--- config.mk ---
export PLATFORM = sky130hd
export DESIGN_NAME = chan_mux_rr_flat
export DESIGN_NICKNAME = d
export VERILOG_FILES = /design/src/rtl/chan_mux_pkg.sv /design/src/rtl/chan_mux_rr_if.sv /design/src/rtl/rr_arbiter.sv /design/src/rtl/chan_mux_rr.sv /design/src/flat_wrapper.sv
export SDC_FILE = /design/constraint.sdc
export NUM_CORES = 1
export LEC_CHECK = 0
export ABC_AREA = 1
export CAP_MARGIN = 20
export CORE_MARGIN = 10
export CORE_UTILIZATION = 39
export CTS_CLUSTER_SIZE = 28
export DETAILED_ROUTE_END_ITERATION = 8
export PLACE_DENSITY = 0.82
export SETUP_SLACK_MARGIN = 0.5
export SLEW_MARGIN = 5
export SYNTH_ARGS = -nofsm -noshare
export SYNTH_HDL_FRONTEND = slang
export SYNTH_HIERARCHICAL = 1
export SYNTH_SLANG_ARGS = --single-unit
export TNS_END_PERCENT = 30
--- constraint.sdc ---
create_clock -name clk -period 1.86 [get_ports clk]
set_clock_uncertainty 0.15 [all_clocks]
set_input_delay 0.279 -clock clk [delete_from_list [all_inputs] [get_ports clk]]
set_output_delay 0.279 -clock clk [all_outputs]
set_load 0.05 [all_outputs]
--- src/rtl/chan_mux_pkg.sv ---
// Shared definitions for the chan_mux_rr channel multiplexer.
//   mode_e : selects FIXED (sel-driven) or RR (round-robin) channel choice.
package chan_mux_pkg;

    typedef enum logic {
        MODE_FIXED = 1'b0,
        MODE_RR    = 1'b1
    } mode_e;

    // Width of a channel index, never narrower than one bit.
    function automatic int sel_width(input int num_ch);
        return (num_ch > 1) ? $clog2(num_ch) : 1;
    endfunction

endpackage

--- src/rtl/chan_mux_rr_if.sv ---
// Bus bundle for chan_mux_rr: control, per-channel valid/ready/data inputs,
// and the single registered output channel.
//   master : producer/consumer side (drives mode, sel, in_*, out_ready)
//   slave  : multiplexer side (drives in_ready and out_*)
interface chan_mux_rr_if #(
    parameter int NUM_CH = 4,
    parameter int DATA_W = 8
);
    localparam int SEL_W = (NUM_CH > 1) ? $clog2(NUM_CH) : 1;

    logic                     mode;
    logic [SEL_W-1:0]         sel;
    logic [NUM_CH-1:0]        in_valid;
    logic [NUM_CH*DATA_W-1:0] in_data;
    logic [NUM_CH-1:0]        in_ready;
    logic                     out_valid;
    logic [DATA_W-1:0]        out_data;
    logic [SEL_W-1:0]         out_ch;
    logic                     out_ready;

    modport master (
        output mode, sel, in_valid, in_data, out_ready,
        input  in_ready, out_valid, out_data, out_ch
    );

    modport slave (
        input  mode, sel, in_valid, in_data, out_ready,
        output in_ready, out_valid, out_data, out_ch
    );
endinterface

--- src/rtl/rr_arbiter.sv ---
// Combinational round-robin arbiter. Scans req starting at ptr and wrapping
// modulo NUM_CH; the first requesting channel wins. The pointer register is
// owned by the instantiating module.
//   req     : per-channel request
//   ptr     : channel with highest priority this cycle
//   en      : when low, no grant is produced
//   gnt     : one-hot grant
//   gnt_idx : index of granted channel
//   gnt_vld : a grant was produced
module rr_arbiter #(
    parameter int NUM_CH = 4,
    localparam int SEL_W = (NUM_CH > 1) ? $clog2(NUM_CH) : 1
) (
    input  logic [NUM_CH-1:0] req,
    input  logic [SEL_W-1:0]  ptr,
    input  logic              en,
    output logic [NUM_CH-1:0] gnt,
    output logic [SEL_W-1:0]  gnt_idx,
    output logic              gnt_vld
);
    int idx;

    always_comb begin
        gnt     = '0;
        gnt_idx = '0;
        gnt_vld = 1'b0;
        idx     = 0;
        if (en) begin
            // Walk offsets from farthest to nearest so the nearest requester
            // to ptr is the last one written and therefore wins.
            for (int k = NUM_CH - 1; k >= 0; k--) begin
                idx = (int'(ptr) + k) % NUM_CH;
                if (req[idx]) begin
                    gnt_vld = 1'b1;
                    gnt_idx = SEL_W'(idx);
                end
            end
            if (gnt_vld) begin
                gnt[gnt_idx] = 1'b1;
            end
        end
    end
endmodule

--- src/rtl/chan_mux_rr.sv ---
// N-channel valid/ready multiplexer with a single registered output stage.
// FIXED mode forwards the channel named by sel; RR mode arbitrates
// round-robin among valid channels, advancing rr_ptr past each accepted grant.
//   clk, rst : clock and synchronous active-high reset
//   bus      : chan_mux_rr_if slave port (mode, sel, in_*, out_*)
module chan_mux_rr
    import chan_mux_pkg::*;
#(
    parameter int NUM_CH = 4,
    parameter int DATA_W = 8
) (
    input  logic         clk,
    input  logic         rst,
    chan_mux_rr_if.slave bus
);
    localparam int SEL_W = sel_width(NUM_CH);

    logic [SEL_W-1:0]  rr_ptr_reg, rr_ptr_next;
    logic              out_valid_reg;
    logic [DATA_W-1:0] out_data_reg;
    logic [SEL_W-1:0]  out_ch_reg;

    logic              rr_en;
    logic [NUM_CH-1:0] rr_gnt;
    logic [SEL_W-1:0]  rr_idx;
    logic              rr_vld;

    logic [NUM_CH-1:0] fixed_onehot;
    logic [DATA_W-1:0] ch_data [NUM_CH];
    logic              grant_valid;
    logic [SEL_W-1:0]  grant_idx;
    logic              load;
    logic              take;

    assign rr_en = (bus.mode == MODE_RR);

    rr_arbiter #(.NUM_CH(NUM_CH)) u_arb (
        .req     (bus.in_valid),
        .ptr     (rr_ptr_reg),
        .en      (rr_en),
        .gnt     (rr_gnt),
        .gnt_idx (rr_idx),
        .gnt_vld (rr_vld)
    );

    // sel values >= NUM_CH match no bit here, so they simply yield no grant.
    for (genvar gi = 0; gi < NUM_CH; gi++) begin : g_ch
        assign fixed_onehot[gi] = (bus.sel == SEL_W'(gi));
        assign ch_data[gi]      = bus.in_data[gi*DATA_W +: DATA_W];
    end

    always_comb begin
        grant_valid = 1'b0;
        grant_idx   = '0;
        if (rr_en) begin
            grant_valid = rr_vld;
            grant_idx   = rr_idx;
        end else begin
            grant_valid = |(fixed_onehot & bus.in_valid);
            grant_idx   = bus.sel;
        end
    end

    // The register can take a word when empty or when its word leaves now.
    assign load = !out_valid_reg || bus.out_ready;
    assign take = !rst && load && grant_valid;

    assign bus.in_ready = take ? (rr_en ? rr_gnt : fixed_onehot) : '0;

    assign rr_ptr_next = (grant_idx == SEL_W'(NUM_CH - 1)) ? '0 : grant_idx + 1'b1;

    always_ff @(posedge clk) begin
        if (rst) begin
            out_valid_reg <= 1'b0;
            out_data_reg  <= '0;
            out_ch_reg    <= '0;
            rr_ptr_reg    <= '0;
        end else begin
            if (take) begin
                out_valid_reg <= 1'b1;
                out_data_reg  <= ch_data[grant_idx];
                out_ch_reg    <= grant_idx;
                if (rr_en) begin
                    rr_ptr_reg <= rr_ptr_next;
                end
            end else if (load) begin
                // Drain with nothing to replace it; payload keeps its last value.
                out_valid_reg <= 1'b0;
            end
        end
    end

    assign bus.out_valid = out_valid_reg;
    assign bus.out_data  = out_data_reg;
    assign bus.out_ch    = out_ch_reg;
endmodule

--- src/flat_wrapper.sv ---
// flat-port wrapper written by rule: the top's interface ports become plain ports
module chan_mux_rr_flat import chan_mux_pkg::*;
#(
    parameter int NUM_CH = 4,
    parameter int DATA_W = 8
)
  (clk, rst, bus_mode, bus_sel, bus_in_valid, bus_in_data, bus_out_ready, bus_in_ready, bus_out_valid, bus_out_data, bus_out_ch);
  chan_mux_rr_if #(.NUM_CH(NUM_CH), .DATA_W(DATA_W)) bus_i ();
  input  logic clk;
  input  logic rst;
  input wire logic [$bits(bus_i.mode)-1:0] bus_mode;
  input wire logic [$bits(bus_i.sel)-1:0] bus_sel;
  input wire logic [$bits(bus_i.in_valid)-1:0] bus_in_valid;
  input wire logic [$bits(bus_i.in_data)-1:0] bus_in_data;
  input wire logic [$bits(bus_i.out_ready)-1:0] bus_out_ready;
  output wire logic [$bits(bus_i.in_ready)-1:0] bus_in_ready;
  output wire logic [$bits(bus_i.out_valid)-1:0] bus_out_valid;
  output wire logic [$bits(bus_i.out_data)-1:0] bus_out_data;
  output wire logic [$bits(bus_i.out_ch)-1:0] bus_out_ch;
  assign bus_i.mode = bus_mode;
  assign bus_i.sel = bus_sel;
  assign bus_i.in_valid = bus_in_valid;
  assign bus_i.in_data = bus_in_data;
  assign bus_i.out_ready = bus_out_ready;
  assign bus_in_ready = bus_i.in_ready;
  assign bus_out_valid = bus_i.out_valid;
  assign bus_out_data = bus_i.out_data;
  assign bus_out_ch = bus_i.out_ch;
  chan_mux_rr #(.NUM_CH(NUM_CH), .DATA_W(DATA_W)) u_core (.clk(clk), .rst(rst), .bus(bus_i));
endmodule
# Yosys cells after proc, flatten, opt, wreduce, memory -nomap -nowiden

Index checks and enable logic that the tools add are counted.

Register bits: 13
Input bits: 42
Output and inout port bits: 15

$add $sub $neg: 4
Order comparisons: 7
Equality and inequality tests: 4
Muxes and demuxes: 34
Bitwise gates (word level): 5
Reduce and logical (&&, ||, !) cells: 13

Operator list:

| kind                | number |
|---|---|
| $bmux 8 s2          | 1 |
| $mux 1              | 16 |
| $mux 8              | 2 |
| $mux 2              | 7 |
| $lt 3x4->1 const B  | 3 |
| $mux 4              | 3 |
| $bmux 1 s2          | 4 |
| $eq 2x2->1 const B  | 3 |
| $lt 2x3->1 const B  | 2 |
| $reduce_or 2->1     | 3 |
| $add 2x1->2 const B | 2 |
| $add 2x2->2 const B | 2 |
| $and 4x4->4         | 1 |
| $reduce_or 4->1     | 1 |
| $and 1x1->1 const A | 3 |
| $ge 3x3->1 const B  | 1 |
| $logic_and 1x1->1   | 3 |
| $not 2->3           | 1 |
| $demux 1 s2         | 1 |
| $eq 2x1->1 const B  | 1 |
| $ge 2x1->1 const B  | 1 |
| $logic_not 1->1     | 2 |
| $logic_not 2->1     | 1 |
| $reduce_and 2->1    | 1 |
| other kinds (2)     | 2 |

# Depth between registers and ports, before layout

Gate-level depths: netlist (run 1).

Depth in word-level cells: 18
Depth in mapped cells: 20

# Modules after synthesis

Netlist (run 1), hierarchy kept.

Modules (own cells, without submodules):

| module      | instances | cells each | area each (um^2) | sequential area each (um^2) |
|---|---|---|---|---|
| chan_mux_rr | 1         | 194        | 1092.3           | 260.2 |
| rr_arbiter  | 1         | 60         | 315.3            | 0.0 |

# Least setup slack after synthesis (run 1)

OpenSTA, ideal clock, no wires.

Path kind: register to output
Start: register u_core.rr_ptr_reg[0]
End: output port bus_in_ready[0]
Arrival time: 2047 ps
Required time: 1431 ps
Setup slack: -616 ps
Stages on the path, launching flop included: 13
Cell sequence: dfxtp_1 buf_6 inv_6 nand2_2 nand2_2 nor2_2 a31oi_2 inv_1 nand2_1 nand3_1 o21bai_4 buf_8 nor2_1

Elaborated cells on any way between the ends: 34
Classes of those cells: 3 x add/sub; 2 x order compare; 27 x mux; 2 x reduce/logical

RTL lines:

| item                                               | RTL line                             | RTL |
|---|---|---|
| start: declaration                                 | chan_mux_rr.sv:18                    | `logic [SEL_W-1:0] rr_ptr_reg, rr_ptr_next;` |
| start signal: assignment                           | chan_mux_rr.sv:84                    | `rr_ptr_reg <= rr_ptr_next;` |
| $add 2x2->2                                        | rr_arbiter.sv:32                     | `idx = (int'(ptr) + k) % NUM_CH;` |
| $bmux 1 s2                                         | rr_arbiter.sv:33                     | `if (req[idx]) begin` |
| $mux 1 (not written as such) (2 in series)         | rr_arbiter.sv:33                     |  |
| $mux 1 (3 in series)                               | rr_arbiter.sv:33                     |  |
| $mux 1 *                                           | rr_arbiter.sv:33                     |  |
| $mux 1 *                                           | rr_arbiter.sv:28                     | `if (en) begin` |
| named net u_core.rr_vld                            | chan_mux_rr.sv:26                    | `logic rr_vld;` |
| $mux 4 / $mux 1 (equally long branches)            | rr_arbiter.sv:38, chan_mux_rr.sv:55  |  |
| $mux 4 / $logic_and 1x1->1 (equally long branches) | chan_mux_rr.sv:68, chan_mux_rr.sv:66 |  |
| $mux 4 *                                           | chan_mux_rr.sv:68                    | `assign bus.in_ready = take ? (rr_en ? rr_gnt : fixed_onehot) : '0;` |
| end: declaration                                   | flat_wrapper.sv:16                   | `output wire logic [$bits(bus_i.in_ready)-1:0] bus_in_ready;` |

Mark *: on every way through the listed nets, which the timed path passes. The rest lies on a longest branch. The select of a mux whose other input is x is not followed.

# Worst setup path after layout (run 1)

Start: register u_core.rr_ptr_reg[0]
End: output port bus_in_ready[3]

Longest elaborated chain between the ends: 16
Elaborated cells on any way between the ends: 34
Classes of those cells: 3 x add/sub; 2 x order compare; 27 x mux; 2 x reduce/logical

Ends and longest elaborated chain:

| item                                                                  | RTL line          | RTL |
|---|---|---|
| $add 2x2->2                                                           | rr_arbiter.sv:32  |  |
| $bmux 1 s2                                                            | rr_arbiter.sv:33  |  |
| $mux 1 (not written as such) (2 in series)                            | rr_arbiter.sv:33  |  |
| $mux 2 (4 in series)                                                  | rr_arbiter.sv:33  |  |
| $mux 2                                                                | rr_arbiter.sv:28  |  |
| $lt 2x3->1 (not written as such) / $ge 2x1->1 (equally long branches) | rr_arbiter.sv:39  | `gnt[gnt_idx] = 1'b1;` |
| $logic_and 1x1->1 (not written as such)                               | rr_arbiter.sv:39  |  |
| $mux 1 (not written as such)                                          | rr_arbiter.sv:39  |  |
| $demux 1 s2                                                           | rr_arbiter.sv:39  |  |
| $mux 4 *                                                              | rr_arbiter.sv:38  | `if (gnt_vld) begin` |
| named net u_core.rr_gnt[3]                                            | chan_mux_rr.sv:24 | `logic [NUM_CH-1:0] rr_gnt;` |
| $mux 4 * (2 in series)                                                | chan_mux_rr.sv:68 |  |

Marked as above.

==> summary.md, run 1 <==
| Metric | Value |
|---|---|
| Minimum clock period after layout | `between 2000 and 2500 ps` |
| Worst-path maximum fanout | `8` |
| Hold buffer count at cts | `0` |
| Setup CP Type | `flop to output pin` |
| Pwr dens | `497 nW/um^2` |
| Area Overhead vs Synth | `80.0%` |
| IO Count | `57` |
| Port bufs | `56` |
| Worst r2r dst | `u_core/bus.out_data[3]` |
| Die width | `80.1 um` |
| Detailed Route Iter0 Violations | `81` |
| Htree depth | `1` |
| CP most frequent cell | `nor2_4` |
| Layout net count | `around 380` |
| Outcome | `complete, but fails checks` |
| Achievable Freq | `between 400 and 500 MHz` |
| First-pass GRT wire length | `7160 um` |
| Max-cap violations | `0` |
| Max_slew headroom | `77.6%` |
| Leak pwr | `1.29 nW` |
| Unique masters post-synth | `21` |
| Antenna violations before repair | `0` |
| CP max stage delay | `340 ps` |
| FF+latch count, synth | `13` |
| Largest net degree at the start of global routing | `15` |
| DR vias | `1810` |
| Max rail drop VDD | `roughly 0.00024 V` |
| Worst setup margin | `-605 ps` |
| Mapped Cells | `254` |
| CTS Buffer Depth | `2` |
| Max reg flops | `8` |
| Routed length per instance | `13.6 um` |
| Critical path cell sequence | `buf_12 -> o21ai_4 -> nor2_4 -> nor2_1 -> nand3_4 -> nand2_4 -> nand2_4 -> nor2_4 -> a21oi_4 -> nor2_4 -> buf_12` |
| Vias in the first global route | `approximately 1700` |
| Clock Latency Late Sink | `between 200 and 300 ps` |
| GRT overflow | `0` |
| Total Die Area | `~6400 sq um` |
| Ys Warns | `6` |
| Setup violators final | `17` |
| Final hold vios | `0` |
| Fin crit share | `133%` |
| Gp weighted congestion | `0.924` |
| R2R depth | `16` |
| Hold slack | `318 ps` |
| Root Buffer Master | `clkbuf_4` |
| Total GRT Usage | `13.1%` |
| Critical Path RT | `1430 ps` |
| TritonCTS clock tree | `built` |
| Hold Path Class | `flop to flop` |
| Actual slew at the worst max-slew pin | `332 ps` |
| Critical path data arrival time | `slightly above 2000 ps` |
| Setup_tns | `-6040 ps` |
| Remaining DRCs | `0` |
| Die Y-Extent | `80.1 um` |
| Register area share after synthesis | `about 18%` |
| Ant diodes | `0` |
| Post-DRT Antenna Nets | `0` |
| Mapped Area | `1410 sq um` |
| Worst R2R Setup Slack | `-380 ps` |
| Dpl hpwl | `3530 um` |
| Total CTS buffers | `3` |
| Final Max Slew Viols | `0` |
| WL final | `5150 um` |
| Startpoint Class | `flop` |
| Via density | `roughly 4.8` |
| Critical-path top delay cell | `dfxtp_2` |
| CP startpoint | `u_core/rr_ptr_reg[0]` |
| Failing checks | `negative setup slack` |
| Initial Utilization | `between 40% and 50%` |
| TritonRoute pass-1 iters | `4` |
| End of the critical path | `bus_in_ready[3]` |
| FP Rows | `21` |
| Endpoint class of the critical path | `output pin` |
| Clock transition at the registers of the reported paths | `90 ps` |
| Core area | `3420 sq um` |
| Synthesized area per cell | `5.54 sq um` |
| Synth Net Count | `296` |
| RR Startpoint | `u_core/rr_ptr_reg[0]` |
| Share of layout cells above drive strength 1 | `37.8%` |
| CTS Sinks | `13` |
| Unrepaired setup endpoints after global routing | `yes` |
how the worst min path moves through the flow:
| stage | from | to | slack (ps) | depth (start not counted) |
|---|---|---|---|---|
| CTS | u_core/bus.out_ch[1] | u_core/bus.out_ch[1] | 320 | 2 |
| detailed placement | u_core/bus.out_ch[1] | u_core/bus.out_ch[1] | 310 | 2 |
| global placement | u_core/bus.out_ch[1] | u_core/bus.out_ch[1] | 310 | 2 |
| global route | u_core/bus.out_ch[1] | u_core/bus.out_ch[1] | 360 | 2 |
| finish | u_core/bus.out_ch[1] | u_core/bus.out_ch[1] | 320 | 2 |
| floorplan | u_core/rr_ptr_reg[0] | u_core/rr_ptr_reg[0] | 300 | 2 |
where the power goes:
group | switching, mW | internal [mW] | total, mW
logic | 0.438 | 0.323 | 0.761
clock network | 0.0989 | 0.0833 | 0.182
registers | 0.0146 | 0.300 | 0.315
critical path: cells and delay by family (launching register included):
family	cells	cell delay, ps
buffers and inverters	2	280
AND/OR/NAND/NOR	7	830
flip-flops	1	340
AO/OA/AOI/OAI	2	280
cells in the mapped netlist:
library cell	number	area, sq um
buf_8	1	15.0
inv_2	7	26.3
nand2_2	12	75.1
o21ai_0	6	30.0
inv_6	1	8.76
buf_6	2	22.5
dfxtp_1	13	260
o21ai_2	1	8.76
nor2_1	19	71.3
o21bai_4	1	18.8
nand2_4	4	45.0
nor2_2	2	12.5
nand3_2	3	30.0
nand3_1	39	195
a21oi_2	6	52.6
inv_1	44	165
a21oi_1	4	20.0
a31oi_2	1	12.5
buf_2	3	15.0
buf_4	1	7.51
nand2_1	84	315
cell families after synthesis:
| family | after synthesis | synth area share [%] |
|---|---|---|
| buffers and inverters | 59 | 18.5 |
| and+or+nand+nor | 163 | 52.9 |
| AOI/OAI and AO/OA | 19 | 10.1 |
| DFF | 13 | 18.5 |
through the flow:
stage	util [%]	std cells	setup WS, ps	cell area, sq um	power (mW)
floorplan	-	254	-261	1480	0.706
global placement	65.0	369	-543	2220	0.925
detailed placement	65.0	369	-615	2220	0.936
CTS	67.5	376	-534	2310	1.14
global route	74.2	379	-654	2530	1.34
finish	74.2	379	-605	2530	1.26
per-layer routing:
metal | vias to the layer above | routed length [um] | track usage, %
li1 | 932 | - | -
met5 | - | 0 | 0
met2 | 54 | 2670 | 23.4
met1 | 806 | 2010 | 15.1
met4 | 0 | 213 | 3.87
met3 | 18 | 260 | 2.90
cell usage in the layout (no fill, tap or decap), types with 4 or more instances in the layout:
cell,count
buf_4,30
inv_1,41
nand2_2,18
nand2_4,15
nand3_1,30
nand3_4,4
nor2_1,11
buf_6,5
nor2_4,9
dfxtp_1,11
inv_2,9
dlygate4sd2_1,4
buf_12,6
clkdlybuf4s50_1,37
nand3_2,8
a21oi_2,6
nand2_1,67
area by class of cell:
type	instances	area, sq um
flip-flops and latches	13	263
clock buffers	4	26.3
well taps	46	57.6
repair buffers	82	807
multi-input cells	182	1170
inverters	52	205
fillers	263	882
what timing repair did:
item	4_1_cts	5_1_grt
pin swaps	15	26
endpoints found under the setup margin	17	17
resized for setup	22	47
setup buffers	3	3
Note: power is estimated with default switching activity, not from simulation.
==> inputs of run 2 (changes only) <==
--- a/config.mk
+++ b/config.mk
@@ -8,10 +8,11 @@
 export ABC_AREA = 1
 export CAP_MARGIN = 20
 export CORE_MARGIN = 10
-export CORE_UTILIZATION = 39
+export CORE_UTILIZATION = 45
 export CTS_CLUSTER_SIZE = 28
 export DETAILED_ROUTE_END_ITERATION = 8
-export PLACE_DENSITY = 0.82
+export DONT_BUFFER_PORTS = 1
+export PLACE_DENSITY = 0.66
 export SETUP_SLACK_MARGIN = 0.5
 export SLEW_MARGIN = 5
 export SYNTH_ARGS = -nofsm -noshare
==> constraint.sdc (replaced) <==
create_clock -name clk -period 2.55 [get_ports clk]
set_clock_uncertainty 0.15 [all_clocks]
set_input_delay 0.3825 -clock clk [delete_from_list [all_inputs] [get_ports clk]]
set_output_delay 0.3825 -clock clk [all_outputs]
set_load 0.05 [all_outputs]
==> run 2 against run 1 <==
- combinational power shrank 55%
- via count fell by 15%
- the run now ends clean
- design area shrank 27%
- worst setup slack gained 680 ps
- utilization is 13 points lower
- sequential cell count unchanged
==> summary.md, run 2 (synthesis gave the netlist of run 1 again) <==
| Metric | Value |
|---|---|
| Outcome | `finished, final reports clean` |
| Setup violators final | `0` |
| Dpl cell area | `1530 sq um` |
| Setup Slack @ Placement | `186 ps` |
| Detailed Route Iter0 Violations | `between 100 and 150` |
| TritonRoute pass-1 iters | `4` |
| Pwr dens | `407 nW/um^2` |
| Leak pwr | `0.968 nW` |
| RR Startpoint | `u_core/rr_ptr_reg[0]` |
| Htree depth | `1` |
| Achievable Freq | `403 MHz` |
| Root Buffer Master | `clkbuf_4` |
| Port bufs | `0` |
| Startpoint Class | `flop` |
| Initial Utilization | `46.5%` |
| Remaining DRCs | `0` |
| Max_slew headroom | `62.4%` |
| Endpoint class of the critical path | `output pin` |
| Placed Instances | `299` |
| Gp weighted congestion | `0.879` |
| Clock Latency Late Sink | `around 280 ps` |
| GRT overflow | `0` |
| FP Rows | `20` |
| Max rail drop VDD | `0.000168 V` |
| WL final | `4250 um` |
| Dpl hpwl | `3030 um` |
| Fin crit share | `between 90% and 100%` |
| Worst R2R Setup Slack | `270 ps` |
| Via density | `between 4 and 5` |
| DR vias | `about 1500` |
| End of the critical path | `bus_in_ready[0]` |
| Hold Path Class | `input port to flop` |
| Max reg flops | `8` |
| Total CTS buffers | `3` |
| Hold depth | `1` |
| Unrepaired setup endpoints after global routing | `yes` |
| R2R depth | `18` |
| Clock transition at the registers of the reported paths | `80 ps` |
| Final hold vios | `0` |
| Post-DRT Antenna Nets | `0` |
| Antenna violations before repair | `0` |
| TritonCTS clock tree | `built` |
| M1 GR Usage | `15.0%` |
| Largest net degree at the start of global routing | `20` |
| Most common cell after layout, fill and taps aside | `nand2_1` |
| Final Max Slew Viols | `0` |
| Core area | `3030 sq um` |
| Hold slack | `15.5 ps` |
| Setup CP Type | `flop to output pin` |
| Die Y-Extent | `approximately 76 um` |
| Routed length per instance | `13.6 um` |
| IO Count | `57` |
| Actual slew at the worst max-slew pin | `563 ps` |
| CP startpoint | `u_core/rr_ptr_reg[0]` |
| Worst-path maximum fanout | `7` |
| First-pass GRT wire length | `6960 um` |
| GR Util met2 | `24.0%` |
| Fill cells | `284` |
| Vias in the first global route | `1559` |
| GR peak layer | `met2` |
| Total Die Area | `5770 sq um` |
| Worst setup margin | `70.1 ps` |
| Max-cap violations | `0` |
| CTS Sinks | `13` |
| Area Overhead vs Synth | `30.9%` |
| M3 GR Usage | `4.60%` |
| Post-Layout Cell Count | `312` |
| Ant diodes | `0` |
| Minimum clock period after layout | `2480 ps` |
| Die width | `75.9 um` |
| Most frequent cells in the layout | `69 x nand2_1, 44 x inv_1, 32 x nand3_1` |
| Total GRT Usage | `between 10% and 20%` |
| Critical path data arrival time | `1950 ps` |
| Critical Path RT | `approximately 2000 ps` |
| Share of layout cells above drive strength 1 | `a little over a third` |
| Worst r2r dst | `u_core/bus.out_data[5]` |
| Final instance area | `1840 sq um` |
| Layout net count | `311` |
| CTS Buffer Depth | `2` |
==> run 2: worst min path at each step <==
stage / from / end / slack, ps
5_1_grt: rst / u_core/bus.out_valid / 8
4_1_cts: rst / u_core/rr_ptr_reg[0] / 1
3_5_place_dp: rst / u_core/bus.out_ch[1] / 300
6_report: rst / u_core/bus.out_valid / 20
3_3_place_gp: rst / u_core/bus.out_ch[1] / 300
2_1_floorplan: u_core/rr_ptr_reg[0] / u_core/rr_ptr_reg[0] / 310
==> run 2: critical path, cell delays in order, from the launching register on <==
cell and delay [ps]:
dfxtp_4 440, nand2_2 80, o21ai_4 110, nor2_4 90, a31oi_4 150, inv_1 60
nand2_1 90, nand3_2 120, o21bai_4 230, nor2_4 300
==> run 2: cell type report <==
| class | instances | area, sq um | area share [%] |
|---|---|---|---|
| clock buffer | 3 | 22.5 | 1.22 |
| inverter | 52 | 200 | 10.9 |
| multi-input combinational | 182 | 1130 | 61.3 |
| tap | 44 | 55.1 | 2.99 |
| sequential | 13 | 268 | 14.5 |
| clock inverter | 1 | 5.00 | 0.272 |
| timing repair buffer | 17 | 163 | 8.83 |
==> run 2: timing repair <==
item	in CTS	in global routing
endpoints found under the hold margin	0	8
hold buffers	0	1
pin swaps	19	13
gates resized for setup	29	27
buffers inserted	5	3
endpoints found under the setup margin	16	16
==> run 2: metrics by stage <==
| stage | setup TNS, ps | utilization (%) | power (mW) |
|---|---|---|---|
| 2_1_floorplan | 0 | - | 0.508 |
| 3_3_place_gp | 0 | 50.5 | 0.549 |
| 3_5_place_dp | 0 | 50.5 | 0.550 |
| 4_1_cts | 0 | 56.0 | 0.708 |
| 5_1_grt | -24.5 | 60.9 | 0.806 |
| 6_report | 0 | 60.9 | 0.750 |
==> run 2: routing by layer <==
metal	share of wire, %	vias up
met4	2.2	0
met3	7.2	10
li1	-	800
met1	40	676
met2	51	54
met5	0	-
==> run 2: where the power goes <==
group	internal [mW]	leakage (nW)	total, mW	switching [mW]
sequential	0.218	0.108	0.279	0.0608
combinational	0.128	0.842	0.344	0.216
clock	0.0582	0.0177	0.127	0.0685
total	0.405	0.968	0.750	0.345
==> inputs of run 3 (changes only) <==
--- a/config.mk
+++ b/config.mk
@@ -13,6 +13,7 @@
 export DETAILED_ROUTE_END_ITERATION = 8
 export DONT_BUFFER_PORTS = 1
 export PLACE_DENSITY = 0.66
+export RECOVER_POWER = 25
 export SETUP_SLACK_MARGIN = 0.5
 export SLEW_MARGIN = 5
 export SYNTH_ARGS = -nofsm -noshare
==> run 3 against run 2 <==
- register-to-register slack about the same
- maximum frequency unchanged
- combinational power about the same
- global-route usage unchanged
- worst setup slack unchanged
- largest power group unchanged
- highest routed layer unchanged
- critical path type unchanged
- clock power about the same
- critical endpoint unchanged
- largest cell class unchanged
==> summary.md, run 3 (synthesis gave the netlist of run 1 again) <==
| Metric | Value |
|---|---|
| Clock transition at the registers of the reported paths | `80 ps` |
| Max_slew headroom | `60.0%` |
| Total CTS buffers | `3` |
| Placed Instances | `299` |
| CP startpoint | `u_core/rr_ptr_reg[0]` |
| Htree depth | `1` |
| Post-Layout Cell Count | `312` |
| Most frequent cells in the layout | `69 x nand2_1, 44 x inv_1, 32 x nand3_1` |
| Setup CP Type | `flop to output pin` |
| Endpoint class of the critical path | `output pin` |
| GRT overflow | `0` |
| Remaining DRCs | `0` |
| Vias in the first global route | `1559` |
| Critical Path RT | `2020 ps` |
| Share of layout cells above drive strength 1 | `34.7%` |
| Layout net count | `311` |
| CP most frequent cell | `nor2_4` |
| Area Overhead vs Synth | `30.7%` |
| Max reg flops | `8` |
| Total Die Area | `slightly below 6000 sq um` |
| WL final | `4250 um` |
| Outcome | `finished, final reports clean` |
| Actual slew at the worst max-slew pin | `602 ps` |
| Initial Utilization | `46.5%` |
| Unrepaired setup endpoints after global routing | `yes` |
| Die Y-Extent | `75.9 um` |
| Worst setup margin | `70.1 ps` |
| Largest net degree at the start of global routing | `20` |
| Startpoint Class | `flop` |
| Total GRT Usage | `~14%` |
| Via density | `4.94` |
| RR Startpoint | `u_core/rr_ptr_reg[0]` |
| CTS Buffer Depth | `2` |
| Antenna violations before repair | `0` |
| CP max stage delay | `440 ps` |
| Critical path data arrival time | `1950 ps` |
| Clock Latency Late Sink | `between 200 and 300 ps` |
| DR vias | `between 1500 and 2000` |
| Minimum clock period after layout | `about 2500 ps` |
| Max rail drop VDD | `~0.00017 V` |
| Most common cell after layout, fill and taps aside | `nand2_1` |
| Routed length per instance | `roughly 14 um` |
| Critical path's top delay family | `simple AND/OR/NAND/NOR gates` |
| Setup Slack @ Placement | `186 ps` |
| Critical-path top delay cell | `dfxtp_4` |
| Final Max Slew Viols | `0` |
| Detailed Route Iter0 Violations | `108` |
| Setup violators final | `0` |
| First-pass GRT wire length | `6960 um` |
| Dpl hpwl | `3030 um` |
| Die width | `~76 um` |
| Ant diodes | `0` |
| Leak pwr | `0.964 nW` |
| Fin crit share | `97.3%` |
| Critical path cell sequence | `nand2_2 -> o21ai_4 -> nor2_4 -> a31oi_4 -> inv_1 -> nand2_1 -> nand3_2 -> o21bai_4 -> nor2_4` |
| Gp weighted congestion | `between 0.8 and 0.9` |
| Hold slack | `15.5 ps` |
| IO Count | `57` |
| Core area | `3030 sq um` |
| Final hold vios | `0` |
| CTS Sinks | `13` |
| TritonCTS clock tree | `built` |
| Buf/Inv on CP | `1` |
| Pwr dens | `407 nW/um^2` |
| Post-DRT Antenna Nets | `0` |
| TritonRoute pass-1 iters | `4` |
| Max-cap violations | `0` |
| Achievable Freq | `403 MHz` |
| Root Buffer Master | `clkbuf_4` |
| Hold path startpoint | `rst` |
| Worst-path maximum fanout | `7` |
| Port bufs | `0` |
| FP Rows | `20` |
| Hold Path Class | `input port to flop` |
[run 3: changes by cell type in the layout (fill, tap and decap cells not counted), sizes merged]
cell    change
clkbuf      +1
buf         -1
[run 3: timing repair]
action,in CTS,in global routing
buffers inserted,5,3
setup endpoints to repair,16,16
pin swaps,19,13
gates resized for setup,29,27
endpoints found under the hold margin,0,8
hold buffers,0,1
[run 3: routing by layer]
layer  GRT usage (%)  routed length (um)  vias up
li1                -                   -      800
met1            15.0                1700      676
met2            24.0                2150       54
met3            4.60                 304       10
met4            5.49                  93        0
met5               0                   0        -
[run 3: cell type report]
| type | instances | area, sq um |
|---|---|---|
| Fill cell | 284 | 1190 |
| Multi-Input combinational cell | 182 | 1130 |
| Sequential cell | 13 | 268 |
| Inverter | 52 | 200 |
| Timing Repair Buffer | 17 | 159 |
| Tap cell | 44 | 55.1 |
| Clock buffer | 3 | 22.5 |
| Clock inverter | 1 | 5.00 |
[run 3: report_power, final]
| group | total (mW) | leakage (nW) | switching [mW] | internal (mW) |
|---|---|---|---|---|
| registers | 0.279 | 0.108 | 0.0608 | 0.218 |
| logic | 0.343 | 0.838 | 0.216 | 0.127 |
| clock network | 0.127 | 0.0177 | 0.0685 | 0.0582 |
| total | 0.749 | 0.964 | 0.345 | 0.404 |
[run 3: through the flow]
stage | setup TNS [ps] | total power, mW | utilization, % | instance area [sq um]
floorplan | 0 | 0.508 | - | 1450
global placement | 0 | 0.549 | 50.5 | 1530
detailed placement | 0 | 0.550 | 50.5 | 1530
CTS | 0 | 0.708 | 56.0 | 1690
global route | -24.5 | 0.805 | 60.7 | 1840
finish | 0 | 0.749 | 60.7 | 1840
[run 3: path summary, 6_finish.rpt]
kind,slack [ps],cells past startpoint,to
worst max-delay path,70,9,bus_in_ready[0]
worst min-delay path,20,1,u_core/bus.out_valid
worst min register to register,370,2,u_core/bus.out_valid
worst max register to register,270,18,u_core/bus.out_data[5]
[run 3: worst register-to-register path, cell delays in order, from the launching register on]
cell,delay [ps]
dfxtp_4,440
buf_8,150
nand2_8,70
nand3_4,80
nand2_2,70
inv_2,100
nand2_2,60
nand2_2,80
nand2_1,60
nand2_2,110
inv_1,50
nand2_1,120
nand2_4,150
inv_2,180
nand2_1,70
nand3_1,60
nand2_1,50
nor2_1,80
nor2_1,40
